==> src/rtl/smallpipe_sprite_fetch_pkg.sv <==
// Shared types and constants for the small-pipe sprite fetch and the palette stage that follows it.
package smallpipe_pkg;

    typedef enum logic [1:0] {
        IDLE   = 2'd0,
        RUN    = 2'd1,
        FROZEN = 2'd2
    } pipe_state_t;

    localparam logic [3:0] TRANSP_IDX = 4'h8;

    // Feedback taps l7, l5, l4, l3 of the 8-bit Fibonacci gap generator
    localparam logic [7:0] LFSR_TAPS = 8'b1011_1000;

    localparam int SCREEN_WIDTH  = 640;
    localparam int SCREEN_HEIGHT = 480;

endpackage

==> src/rtl/smallpipe_sprite_fetch_lfsr.sv <==
// Seedable 8-bit shift-left Fibonacci LFSR that advances only when step is high.
module pipe_lfsr8
    import smallpipe_pkg::*;
#(
    parameter logic [7:0] SEED = 8'hA5
)(
    input  logic       Clk,
    input  logic       Reset,
    input  logic       step,
    output logic [7:0] q
);

    logic feedback;

    assign feedback = ^(q & LFSR_TAPS);

    always_ff @(posedge Clk) begin
        if (Reset)
            q <= SEED;
        else if (step)
            q <= {q[6:0], feedback};
    end

endmodule

==> src/rtl/smallpipe_sprite_fetch.sv <==
// Scrolls one small pipe pair and turns DrawX/DrawY into a 2-stage sprite fetch for the palette.
// Optional score output is enabled with the SMALLPIPE_SCORE_EN macro.
module smallpipe_sprite_fetch
    import smallpipe_pkg::*;
#(
    parameter int         SCREEN_W  = SCREEN_WIDTH,
    parameter int         PIPE_W    = 32,
    parameter int         SPRITE_H  = 64,
    parameter int         GAP_H     = 128,
    parameter int         GAP_MIN   = 64,
    parameter int         SPEED     = 2,
    parameter logic [7:0] LFSR_SEED = 8'hA5
`ifdef SMALLPIPE_SCORE_EN
    ,
    parameter int         BIRD_X    = 160
`endif
)(
    input  logic               Clk,
    input  logic               Reset,
    input  logic               frame_clk,
    input  logic               start,
    input  logic               stop,
    input  logic [9:0]         DrawX,
    input  logic [9:0]         DrawY,
    output logic [10:0]        rom_addr,
    input  logic [3:0]         rom_q,
    output logic [3:0]         spipe_index,
    output logic               spipe_on,
    output logic signed [10:0] pipe_x,
    output logic [9:0]         gap_y,
    output logic               running
`ifdef SMALLPIPE_SCORE_EN
    ,
    output logic               score_pulse
`endif
);

    localparam int COL_W  = $clog2(PIPE_W);
    localparam int ROW_W  = $clog2(SPRITE_H);
    localparam int ADDR_W = 11;

    localparam logic signed [10:0] X_RELOAD = 11'(SCREEN_W);
    localparam logic signed [10:0] WRAP_X   = 11'(-PIPE_W);
    localparam logic signed [10:0] PIPE_W_S = 11'(PIPE_W);
    localparam logic signed [10:0] STEP_S   = 11'(SPEED);
    localparam logic [9:0]         GAP_MIN_V = 10'(GAP_MIN);
    localparam logic [9:0]         GAP_H_V   = 10'(GAP_H);
    localparam logic [9:0]         ROW_MAX_V = 10'(SPRITE_H - 1);

    pipe_state_t        state, next_state;
    logic               frame_clk_d;
    logic               tick, move, wrap, reload;
    logic signed [10:0] nx;
    logic [7:0]         lfsr_q;
    logic               lfsr_unused;

    logic signed [10:0] col;
    logic               col_hit, top_hit, bot_hit, pix_hit, hit_d1;
    logic [9:0]         bot_start, dy;
    logic [ROW_W-1:0]   row;

    always_comb begin
        next_state = state;
        case (state)
            IDLE:    if (start && !stop) next_state = RUN;
            RUN:     if (stop)           next_state = FROZEN;
            FROZEN:  if (start && !stop) next_state = RUN;
            default:                     next_state = IDLE;
        endcase
    end

    assign tick    = frame_clk & ~frame_clk_d;
    assign nx      = pipe_x - STEP_S;
    // A frame whose tick coincides with a state change does not move the pipe
    assign move    = (state == RUN) && (next_state == RUN) && tick;
    assign wrap    = move && (nx <= WRAP_X);
    assign reload  = (state == FROZEN) && (next_state == RUN);
    assign running = (state == RUN);

    always_ff @(posedge Clk) begin
        if (Reset) begin
            state       <= IDLE;
            frame_clk_d <= 1'b1;
            pipe_x      <= X_RELOAD;
        end else begin
            state       <= next_state;
            frame_clk_d <= frame_clk;
            if (reload || wrap)
                pipe_x <= X_RELOAD;
            else if (move)
                pipe_x <= nx;
        end
    end

    pipe_lfsr8 #(
        .SEED (LFSR_SEED)
    ) u_lfsr (
        .Clk   (Clk),
        .Reset (Reset),
        .step  (wrap),
        .q     (lfsr_q)
    );

    // The LFSR steps only on wrap, so its current value is always the active gap seed
    assign gap_y       = GAP_MIN_V + {3'b000, lfsr_q[6:0]};
    assign lfsr_unused = lfsr_q[7];

    always_comb begin
        col       = $signed({1'b0, DrawX}) - pipe_x;
        col_hit   = (col >= 11'sd0) && (col < PIPE_W_S);
        bot_start = gap_y + GAP_H_V;
        top_hit   = DrawY < gap_y;
        bot_hit   = DrawY >= bot_start;
        dy        = top_hit ? (gap_y - 10'd1 - DrawY) : (DrawY - bot_start);
        row       = (dy > ROW_MAX_V) ? ROW_MAX_V[ROW_W-1:0] : dy[ROW_W-1:0];
        pix_hit   = col_hit && (top_hit || bot_hit);
    end

    always_ff @(posedge Clk) begin
        if (Reset) begin
            rom_addr    <= '0;
            hit_d1      <= 1'b0;
            spipe_index <= TRANSP_IDX;
            spipe_on    <= 1'b0;
        end else begin
            rom_addr    <= pix_hit ? ADDR_W'({row, col[COL_W-1:0]}) : '0;
            hit_d1      <= pix_hit;
            spipe_index <= hit_d1 ? rom_q : TRANSP_IDX;
            spipe_on    <= hit_d1 && (rom_q != TRANSP_IDX);
        end
    end

`ifdef SMALLPIPE_SCORE_EN
    localparam logic signed [10:0] BIRD_X_S = 11'(BIRD_X);

    logic               scored;
    logic signed [10:0] right_now, right_next;

    assign right_now  = pipe_x + PIPE_W_S;
    assign right_next = nx + PIPE_W_S;

    // scored blocks a second pulse until the pipe re-enters from the right
    always_ff @(posedge Clk) begin
        if (Reset) begin
            score_pulse <= 1'b0;
            scored      <= 1'b0;
        end else begin
            score_pulse <= 1'b0;
            if (reload || wrap) begin
                scored <= 1'b0;
            end else if (move && !scored && (right_now >= BIRD_X_S) && (right_next < BIRD_X_S)) begin
                score_pulse <= 1'b1;
                scored      <= 1'b1;
            end
        end
    end
`endif

endmodule
==> config.mk <==
export PLATFORM = sky130hd
export DESIGN_NAME = smallpipe_sprite_fetch
export DESIGN_NICKNAME = d
export VERILOG_FILES = /design/src/rtl/smallpipe_sprite_fetch_pkg.sv /design/src/rtl/smallpipe_sprite_fetch_lfsr.sv /design/src/rtl/smallpipe_sprite_fetch.sv
export SDC_FILE = /design/constraint.sdc
export NUM_CORES = 1
export LEC_CHECK = 0
export CAP_MARGIN = 20
export CORE_MARGIN = 2
export CORE_UTILIZATION = 53
export DETAILED_ROUTE_END_ITERATION = 8
export DONT_BUFFER_PORTS = 1
export HOLD_SLACK_MARGIN = 0.12
export PLACE_DENSITY = 0.75
export SLEW_MARGIN = 30
export SYNTH_ARGS = -nofsm -noshare
export SYNTH_HDL_FRONTEND = slang
export SYNTH_SLANG_ARGS = --single-unit
==> constraint.sdc <==
create_clock -name Clk -period 2.8 [get_ports Clk]
set_input_delay 0.28 -clock Clk [delete_from_list [all_inputs] [get_ports Clk]]
set_output_delay 0.28 -clock Clk [all_outputs]
set_load 0.01 [all_outputs]
* Yosys cells after proc, flatten, opt, wreduce, memory -nomap -nowiden *
Index checks and enable logic that the tools add are counted.

word-level totals
  bits in registers = 39
  output and inout bits = 38
  logic and storage cells = 51

operators by class
  $add $sub $neg = 7
  magnitude comparators = 6
  equality and inequality tests = 4
  muxes and demuxes = 5
  bitwise operators = 4
  reductions and logical operators = 17

operators by type and width
  kind                   number
  $ge 11x1->1 const B    1
  $le 11x6->1 const B    1
  $lt 11x7->1 const B    1
  $sub 11x11->11         1
  $sub 11x3->11 const B  1
  $ge 10x9->1            1
  $gt 10x6->1 const B    1
  $lt 10x8->1            1
  $mux 10                1
  $sub 10x10->10         1
  $sub 10x9->10          1
  $add 8x8->9 const B    1
  $sub 8x1->9 const B    1
  $add 7x7->8 const A    1
  $logic_and 1x1->1      8
  $reduce_or 2->1        4
  $reduce_xor 8->1       1
  $mux 6                 1
  $eq 2x1->1 const B     2
  $mux 2                 2
  $ne 4x4->1 const B     1
  $pmux 2 s2             1
  $not 1->1              3
  $eq 2x2->1 const B     1
  4 further kinds        5

* Depth between registers and ports, before layout *
Gate-level depths: netlist of the first run.

  depth in word-level cells = 10
  gate-level depth with buffers = 13
  depth with buffers taken out = 13

* Hierarchy *
A second synthesis of the first run with hierarchy kept.

second synthesis, totals
  cell total of the unflattened synthesis = 356
  area total of the unflattened synthesis = 2907.8 um^2

modules (own cells, without submodules)
  module                  instances  cells an instance  area each (um^2)  sequential area each (um^2)
  smallpipe_sprite_fetch  1          327                2605.0            600.6
  pipe_lfsr8              1          29                 302.8             160.2

* Worst setup path after synthesis of the first run *
Ideal clock, no wire load.

  path type = reg-to-reg
  from = register pipe_x[1]
  to = register rom_addr[8]
  library setup time = 0.074 ns
  arrival = 2.586 ns
  required time = 2.726 ns
  setup slack = 0.139 ns
  cell stages (with the launch flop) = 12
  path buffers = 1
  path through = dfxtp_1 -> ha_1 -> inv_1 -> fa_1 -> a211oi_1 -> nor2_1 -> o21ai_0 -> mux2i_1 -> a31oi_1 -> a2111o_1 -> buf_4 -> a31oi_1

between the ends
  cells in the longest elaborated chain, start to end = 6

RTL lines
  what                                        RTL line                       text
  from (decl)                                 smallpipe_sprite_fetch.sv:29   output logic signed [10:0] pipe_x,
  from (signal assigned)                      smallpipe_sprite_fetch.sv:91   pipe_x <= nx;
  $sub 11x11->11 (*)                          smallpipe_sprite_fetch.sv:109  col = $signed({1'b0, DrawX}) - pipe_x;
  $ge 11x1->1 or $lt 11x7->1 (tied branches)  smallpipe_sprite_fetch.sv:110  col_hit = (col >= 11'sd0) && (col < PIPE_W_S);
  $logic_and 1x1->1 (*)                       smallpipe_sprite_fetch.sv:110
  $logic_and 1x1->1 (*)                       smallpipe_sprite_fetch.sv:116  pix_hit = col_hit && (top_hit || bot_hit);
  $not 1->1 (no source line) (*)              -
  $reduce_or 2->1 (no source line) (*)        -
  to (signal assigned)                        smallpipe_sprite_fetch.sv:126  rom_addr <= pix_hit ? ADDR_W'({row, col[COL_W-1:0]}) : '0;
  to (decl)                                   smallpipe_sprite_fetch.sv:25   output logic [10:0] rom_addr,

Every way passes the cells marked *; elsewhere a longest branch is shown, timed or not.
A chain may end at the register's enable or synchronous reset.

* Worst setup path in the final report of the first run *
  from = register pipe_x[4]
  to = register rom_addr[4]

between the ends
  cells in the longest elaborated chain, start to end = 6

RTL lines
  what                                        RTL line
  $sub 11x11->11 (*)                          smallpipe_sprite_fetch.sv:109
  $ge 11x1->1 or $lt 11x7->1 (tied branches)  smallpipe_sprite_fetch.sv:110
  $logic_and 1x1->1                           smallpipe_sprite_fetch.sv:110
  $logic_and 1x1->1                           smallpipe_sprite_fetch.sv:116
  $not 1->1 (no source line)                  -
  $reduce_or 2->1 (no source line)            -

Marks and branches as above.

==> summary.md, run 1 <==
| Metric | Value |
|---|---|
| Status | complete, no violations |
| YS warnings | 0 |
| Final Max Slew Viols | 0 |
| GRT Util Overall | between 20% and 30% |
| Antenna violation net count after detailed routing | 0 |
| Max cap viols | 0 |
| Hold wc startpoint | rom_q[2] |
| Power Total | 1.16 mW |
| Sequential area share after synthesis | between 20 and 25% |
| Cell internal pwr | approximately 0.84 mW |
| Buffer depth of the longest clock path | 2 |
| Final HPWL DP | 5.59 mm |
| Final wirelength | 7.16 mm |
| Vias per cell | 5.74 |
| Core area | about 5500 um^2 |
| CTS tree | done |
| Max FO, Critical Path | 6 |
| Setup Skew | ~13 ps |
| Critical Path End Type | flip-flop |
| Storage cell area | ~760 um^2 |
| Worst Path Arrival | approximately 2900 ps |
| Post-synth EDFFs | 0 |
| Synth top cells by count | nor2_1, dfxtp_1, inv_1 |
| Setup WS pre-CTS | -45.3 ps |
| Synth top area cells | dfxtp_1, ha_1, nor2_1 |
| Final period util | between 90% and 100% |
| Area leader, netlist | dfxtp_1 |
| Sw Pwr | ~0.33 mW |
| Worst Slack Setup Final | 177 ps |
| P per Cell Area | between 300 and 400 nW/um^2 |
| Leak | about 1.4 nW |
| Die width | about 80 um |
| Die Area | around 6400 um^2 |
| Startpoint types | flip-flop |
| Max IR drop VDD | between 0.00015 and 0.0002 V |
| Multi-input gate area | a little over 2000 um^2 |
| WP data required | between 3000 and 4000 ps |
| Top FF cell, synth | dfxtp_1 |
| Ys async rst share | 0% |
| Share of cells above drive strength 1 | 11.9% |
| First-pass GRT wire length | ~11 mm |
| Synth Register Bits | 38 |
| DR pass1 iterations | 4 |
| Nets | approximately 460 |
| Post-Synthesis Cells | about 380 |
| I/O pin cnt | 67 |
| Yosys cell types | 54 |
| Endpoints failing hold | 0 |
| Hold crit path type | input port to flip-flop |
| Clock group share of total power | roughly a third |
| Logic pwr share | a little under a fifth |
| Largest net degree at the start of global routing | 16 |
| Mean Syn Cell Area | just over 8 um^2 |
| CP Launch Point | pipe_x[4] |
| Drt initial violations | slightly below 70 |
| Hold slack | about 120 ps |
| Clock sinks | 38 |
| Synth-to-Final Area Change | 10.2% |
| Vias in the first global route | 2600 |
| Via count | between 2000 and 3000 |
| Cell area after synthesis | between 3000 and 4000 um^2 |
| Count leader, synth | nor2_1 |
| H-tree depth | 2 |
| Final Wtd Congestion | around 0.89 |
| Die height | about 80 um |
| # setup viols final | 0 |
| Drt wl/cell | roughly 15 um |
| Clock slew at reported path FFs | 80 ps |
| # port buffers | 0 |
| Root Driver | clkbuf_8 |
| Post-layout min period | between 2000 and 3000 ps |
| Total gr overflow | 0 |
| Filler cells | 517 |
| Peak Freq | 381 MHz |
| RSZ-0062 raised after global routing | no |
| Sw Ratio | between 20 and 30% |
| FF-to-FF Start | pipe_x[4] |
| Clock latency on the worst-skew pair | approximately 300 ps |
| Yosys top cell area share | around 25% |
| # rows | 27 |
| Crit path kind | flip-flop to flip-flop |
| Starting Density | a little under three fifths |
| DRC | 0 |
| Cts bufs inserted | 5 |
| R2R setup slack | approximately 180 ps |
| N_diodes | 0 |
| Initial antenna violation count | 0 |
| Seq pwr share | a little under half |
==> power groups by stage <==
stage	Combinational, mW	Sequential (mW)	Clock [mW]
floorplan	0.161	0.559	0
global placement	0.191	0.559	0
detailed placement	0.194	0.559	0
CTS	0.206	0.546	0.409
global route	0.240	0.547	0.425
finish	0.215	0.546	0.403
==> critical path: stages, from the launching register on <==
cell and delay [ps]:
dfxtp_1 460, inv_1 140, ha_1 360, and2_1 180, o21ai_0 220, a31oi_1 160, nor3_1 200, a31oi_1 90
a2111o_2 540, a211oi_1 210
==> path summary, 6_finish.rpt <==
| path | to | cells after the start |
|---|---|---|
| setup / recovery | rom_addr[4] | 9 |
| hold / removal | spipe_on | 1 |
| setup reg to reg | rom_addr[4] | 9 |
| hold reg to reg | state[0] | 1 |
==> cell usage in the layout (no fill, tap or decap), types with 15 or more instances in the layout <==
cell type / Yosys / final
nor2_1: 47 / 46
ha_1: 32 / 32
o21ai_0: 22 / 20
nor3_1: 15 / 15
nand2_1: 16 / 16
buf_4: 13 / 17
xnor2_1: 17 / 17
dfxtp_1: 38 / 35
inv_1: 37 / 37
==> area by class of cell <==
type	count	area share, %
Timing Repair Buffer	25	6.16
Clock buffer	6	2.45
Tap cell	72	2.67
Multi-Input combinational cell	287	61.6
Clock inverter	2	0.371
Inverter	37	4.12
Sequential cell	38	22.7
==> routing by layer <==
layer | share of wire [%] | track usage, % | vias up | wire length [um]
met2 | 49 | 41.2 | 66 | 3540
met1 | 44 | 25.9 | 1248 | 3140
met3 | 5.4 | 5.77 | 8 | 390
met5 | 0 | 0 | - | 0
met4 | 1.3 | 6.44 | 0 | 91
li1 | - | - | 1358 | -
==> sequential cells by signal (all words and copies together), names as in the netlist <==
signal,count
u_lfsr.q,8
pipe_x,10
state,2
spipe_index,4
spipe_on,1
frame_clk_d,1
rom_addr,11
hit_d1,1
==> cells by family (layout without fill, tap and decap cells) <==
kind of cell	after synthesis	in the layout	share of synthesized area [%]
muxes	11	11	3.60
DFF	38	38	24.9
adders and majority gates	35	35	15.1
AOI/OAI and AO/OA	91	92	21.2
other	1	3	0.123
and+or+nand+nor	123	123	19.4
xor gates and xnor gates	23	23	6.58
buffers and inverters	55	70	9.16
==> metrics by stage <==
stage	area (um^2)	std cells	utilization [%]	TNS [ps]
after detailed placement	3140	450	56.7	-148
after global routing	3370	467	60.9	0
after global placement	3140	450	56.7	0
after floorplan	3070	379	-	0
after CTS	3320	466	59.9	0
final	3370	467	60.9	0
==> what timing repair did <==
action                     4_1_cts  5_1_grt
gates resized for setup          1       14
gates cloned                     0        1
hold endpoints to repair        16        0
setup buffers                    0        0
setup endpoints to repair       11        9
hold buffers                     8        0
pin swaps                        0        5
(Power assumes the default switching activity.)
==> inputs of run 2 (changes only) <==
CAP_MARGIN = default   (was 20)
CTS_CLUSTER_SIZE = 30   (was default)
==> results of run 2 <==
No change in the layout: final DEF, timing and power equal those of run 1.
==> inputs of run 3 (changes only) <==
clock period = 3.2 ns   (was 2.8 ns; I/O delays follow)
==> summary.md, run 3 (same netlist as run 1, synthesis figures left out) <==
| Metric | Value |
|---|---|
| Kind of cell adding the most delay to the critical path | compound AO/OA/AOI/OAI gates |
| # rows | 27 (unchanged) |
| Most common cell after layout, fill and taps aside | nor2_1 |
| Share of cells above drive strength 1 | 6.10% (-5.8 points) |
| Peak Freq | 344 MHz (-9.7%) |
| Max FO, Critical Path | 7 (+1) |
| Total gr overflow | 0 (unchanged) |
| Filler cells | 515 (-0.39%) |
| Max reg flops | 11 (unchanged) |
| DR pass1 iterations | 4 (unchanged) |
| DRC | 0 (unchanged) |
| Final Max Slew Viols | 0 (unchanged) |
| Synth-to-Final Area Change | 5.36% |
| Max IR drop VDD | 0.000262 V (+39%) |
| Die width | 80.0 um (unchanged) |
| H-tree depth | 2 (unchanged) |
| Cts bufs inserted | 5 (unchanged) |
| P per Cell Area | 357 nW/um^2 (+3.3%) |
| Final setup TNS | 0 ps (unchanged) |
| Clock slew at reported path FFs | 80 ps (about the same) |
| # setup viols final | 0 (unchanged) |
| Largest net degree at the start of global routing | 16 (unchanged) |
| Worst-path cell chain | inv_1 -> ha_1 -> inv_1 -> fa_1 -> a211oi_1 -> o21bai_1 -> a21oi_1 -> mux2i_1 -> o221ai_1 -> o32ai_4 -> a41oi_2 |
| CTS tree | done |
| Crit path kind | flip-flop to flip-flop |
| N_diodes | 0 (unchanged) |
| Initial antenna violation count | 0 (unchanged) |
| Buffer depth of the longest clock path | 2 (unchanged) |
| Antenna violation net count after detailed routing | 0 (unchanged) |
| Crit-path slowest cell | dfxtp_1 |
| Via count | 2582 (-3.7%) |
| Post-layout min period | 2900 ps (+282 ps) |
| Core area | 5540 um^2 (unchanged) |
| Post-Layout Cell Count | 449 (-3.9%) |
| Status | complete, no violations |
| Biggest register | rom_addr |
| Placed cell area | 3060 um^2 (-2.6%) |
| Most frequent cells in the layout | nor2_1, dfxtp_1, inv_1 |
| # port buffers | 0 (unchanged) |
| Hold slack | 129 ps (+8.49 ps) |
| Vias in the first global route | 2491 (-4.2%) |
| Vias per cell | 5.75 (+0.21%) |
| Largest stage delay, worst path | 500 ps (-40 ps) |
| Critical Path End Type | flip-flop |
| Max cap viols | 0 (unchanged) |
| Drt initial violations | 98 (+42%) |
| Most common cell on crit path | inv_1 |
| Clock sinks | 38 (unchanged) |
| Die height | 80.0 um (unchanged) |
| Die Area | 6400 um^2 (unchanged) |
| Drt wl/cell | 15.0 um (-2.5%) |
| GRT Util Overall | 21.8% (-0.86 points) |
| WP buf/inv | 2 (+1) |
| Setup WS pre-CTS | 319 ps (+364 ps) |
| Power Total | 1.15 mW (-1.2%) |
| Root Driver | clkbuf_8 |
| DP Cell Count | 439 (-2.4%) |
| Hold crit path type | input port to flip-flop |
| Final wirelength | 6.72 mm (-6.2%) |
| Setup Fix Bufs, Post-CTS | 0 (unchanged) |
| Worst Path Arrival | 3060 ps (+210 ps) |
| Final HPWL DP | 5.34 mm (-4.5%) |
| Setup Skew | 8.12 ps (-4.71 ps) |
| Top flop regs | rom_addr x11, pipe_x x10, u_lfsr.q x8 |
| Startpoint types | flip-flop |
| Starting Density | 55.2% (unchanged) |
| Final Wtd Congestion | 0.828 (-6.6%) |
| Leak | 1.39 nW (-4.0%) |
| Nets | 440 (-3.9%) |
| Final period util | 90.8% (-2.9 points) |
| Endpoints failing hold | 0 (unchanged) |
| WP data required | 3360 ps (+340 ps) |
| Clock latency on the worst-skew pair | 290 ps (about the same) |
| I/O pin cnt | 67 (unchanged) |
| First-pass GRT wire length | 11.1 mm (-3.1%) |
| Fin area | 3220 um^2 (-4.4%) |
| RSZ-0062 raised after global routing | no |
| Worst Slack Setup Final | 295 ps (+118 ps) |
| Util after Layout | 58.2% (-2.7 points) |
-- run 3: changes by cell type in the layout (fill, tap and decap cells not counted), moves of 3 or more --
cell / previous run / this run
buf_4: 17 / 6
dlygate4sd3_1: 8 / 2
dfxtp_1: 35 / 38
dfxtp_2: 3 / 0
-- run 3: worst reg2reg max path, cell delays in order, from the launching register on --
cell,delay [ps]
dfxtp_1,500
inv_1,100
ha_1,280
inv_1,60
fa_1,440
a211oi_1,290
o21bai_1,120
a21oi_1,230
mux2i_1,210
o221ai_1,180
o32ai_4,210
a41oi_2,140
-- run 3: where the power goes --
part | switching [mW] | internal, mW | total (mW)
combinational | 0.0967 | 0.0727 | 0.169
clock | 0.169 | 0.333 | 0.502
sequential | 0.00299 | 0.476 | 0.479
total | 0.269 | 0.881 | 1.15
-- run 3: what timing repair did --
action                    CTS  global route
hold endpoints to repair    7             0
hold buffers                2             0
resized for setup           0             0
-- run 3: final cells by class --
class | count | area, um^2 | area share, %
multi-input combinational | 286 | 2030 | 62.8
sequential | 38 | 761 | 23.6
clock buffer | 6 | 82.6 | 2.56
clock inverter | 2 | 60.1 | 1.86
tap | 72 | 90.1 | 2.80
inverter | 37 | 139 | 4.31
timing repair buffer | 8 | 65.1 | 2.02
-- run 3: layer usage --
layer / vias up / global-route usage [%] / wire length, um
li1: 1320 / - / -
met1: 1191 / 27.1 / 2960
met2: 67 / 37.4 / 3290
met3: 4 / 5.54 / 412
met4: 0 / 5.25 / 53
met5: - / 0 / 0
-- run 3: final timing paths --
check	from	end	slack, ps	cells past startpoint
worst max register to register	u_lfsr.q[0]	rom_addr[5]	300	11
worst min register to register	state[1]	state[0]	470	1
worst min-delay path	Reset	u_lfsr.q[5]	130	1
worst max-delay path	u_lfsr.q[0]	rom_addr[5]	300	11
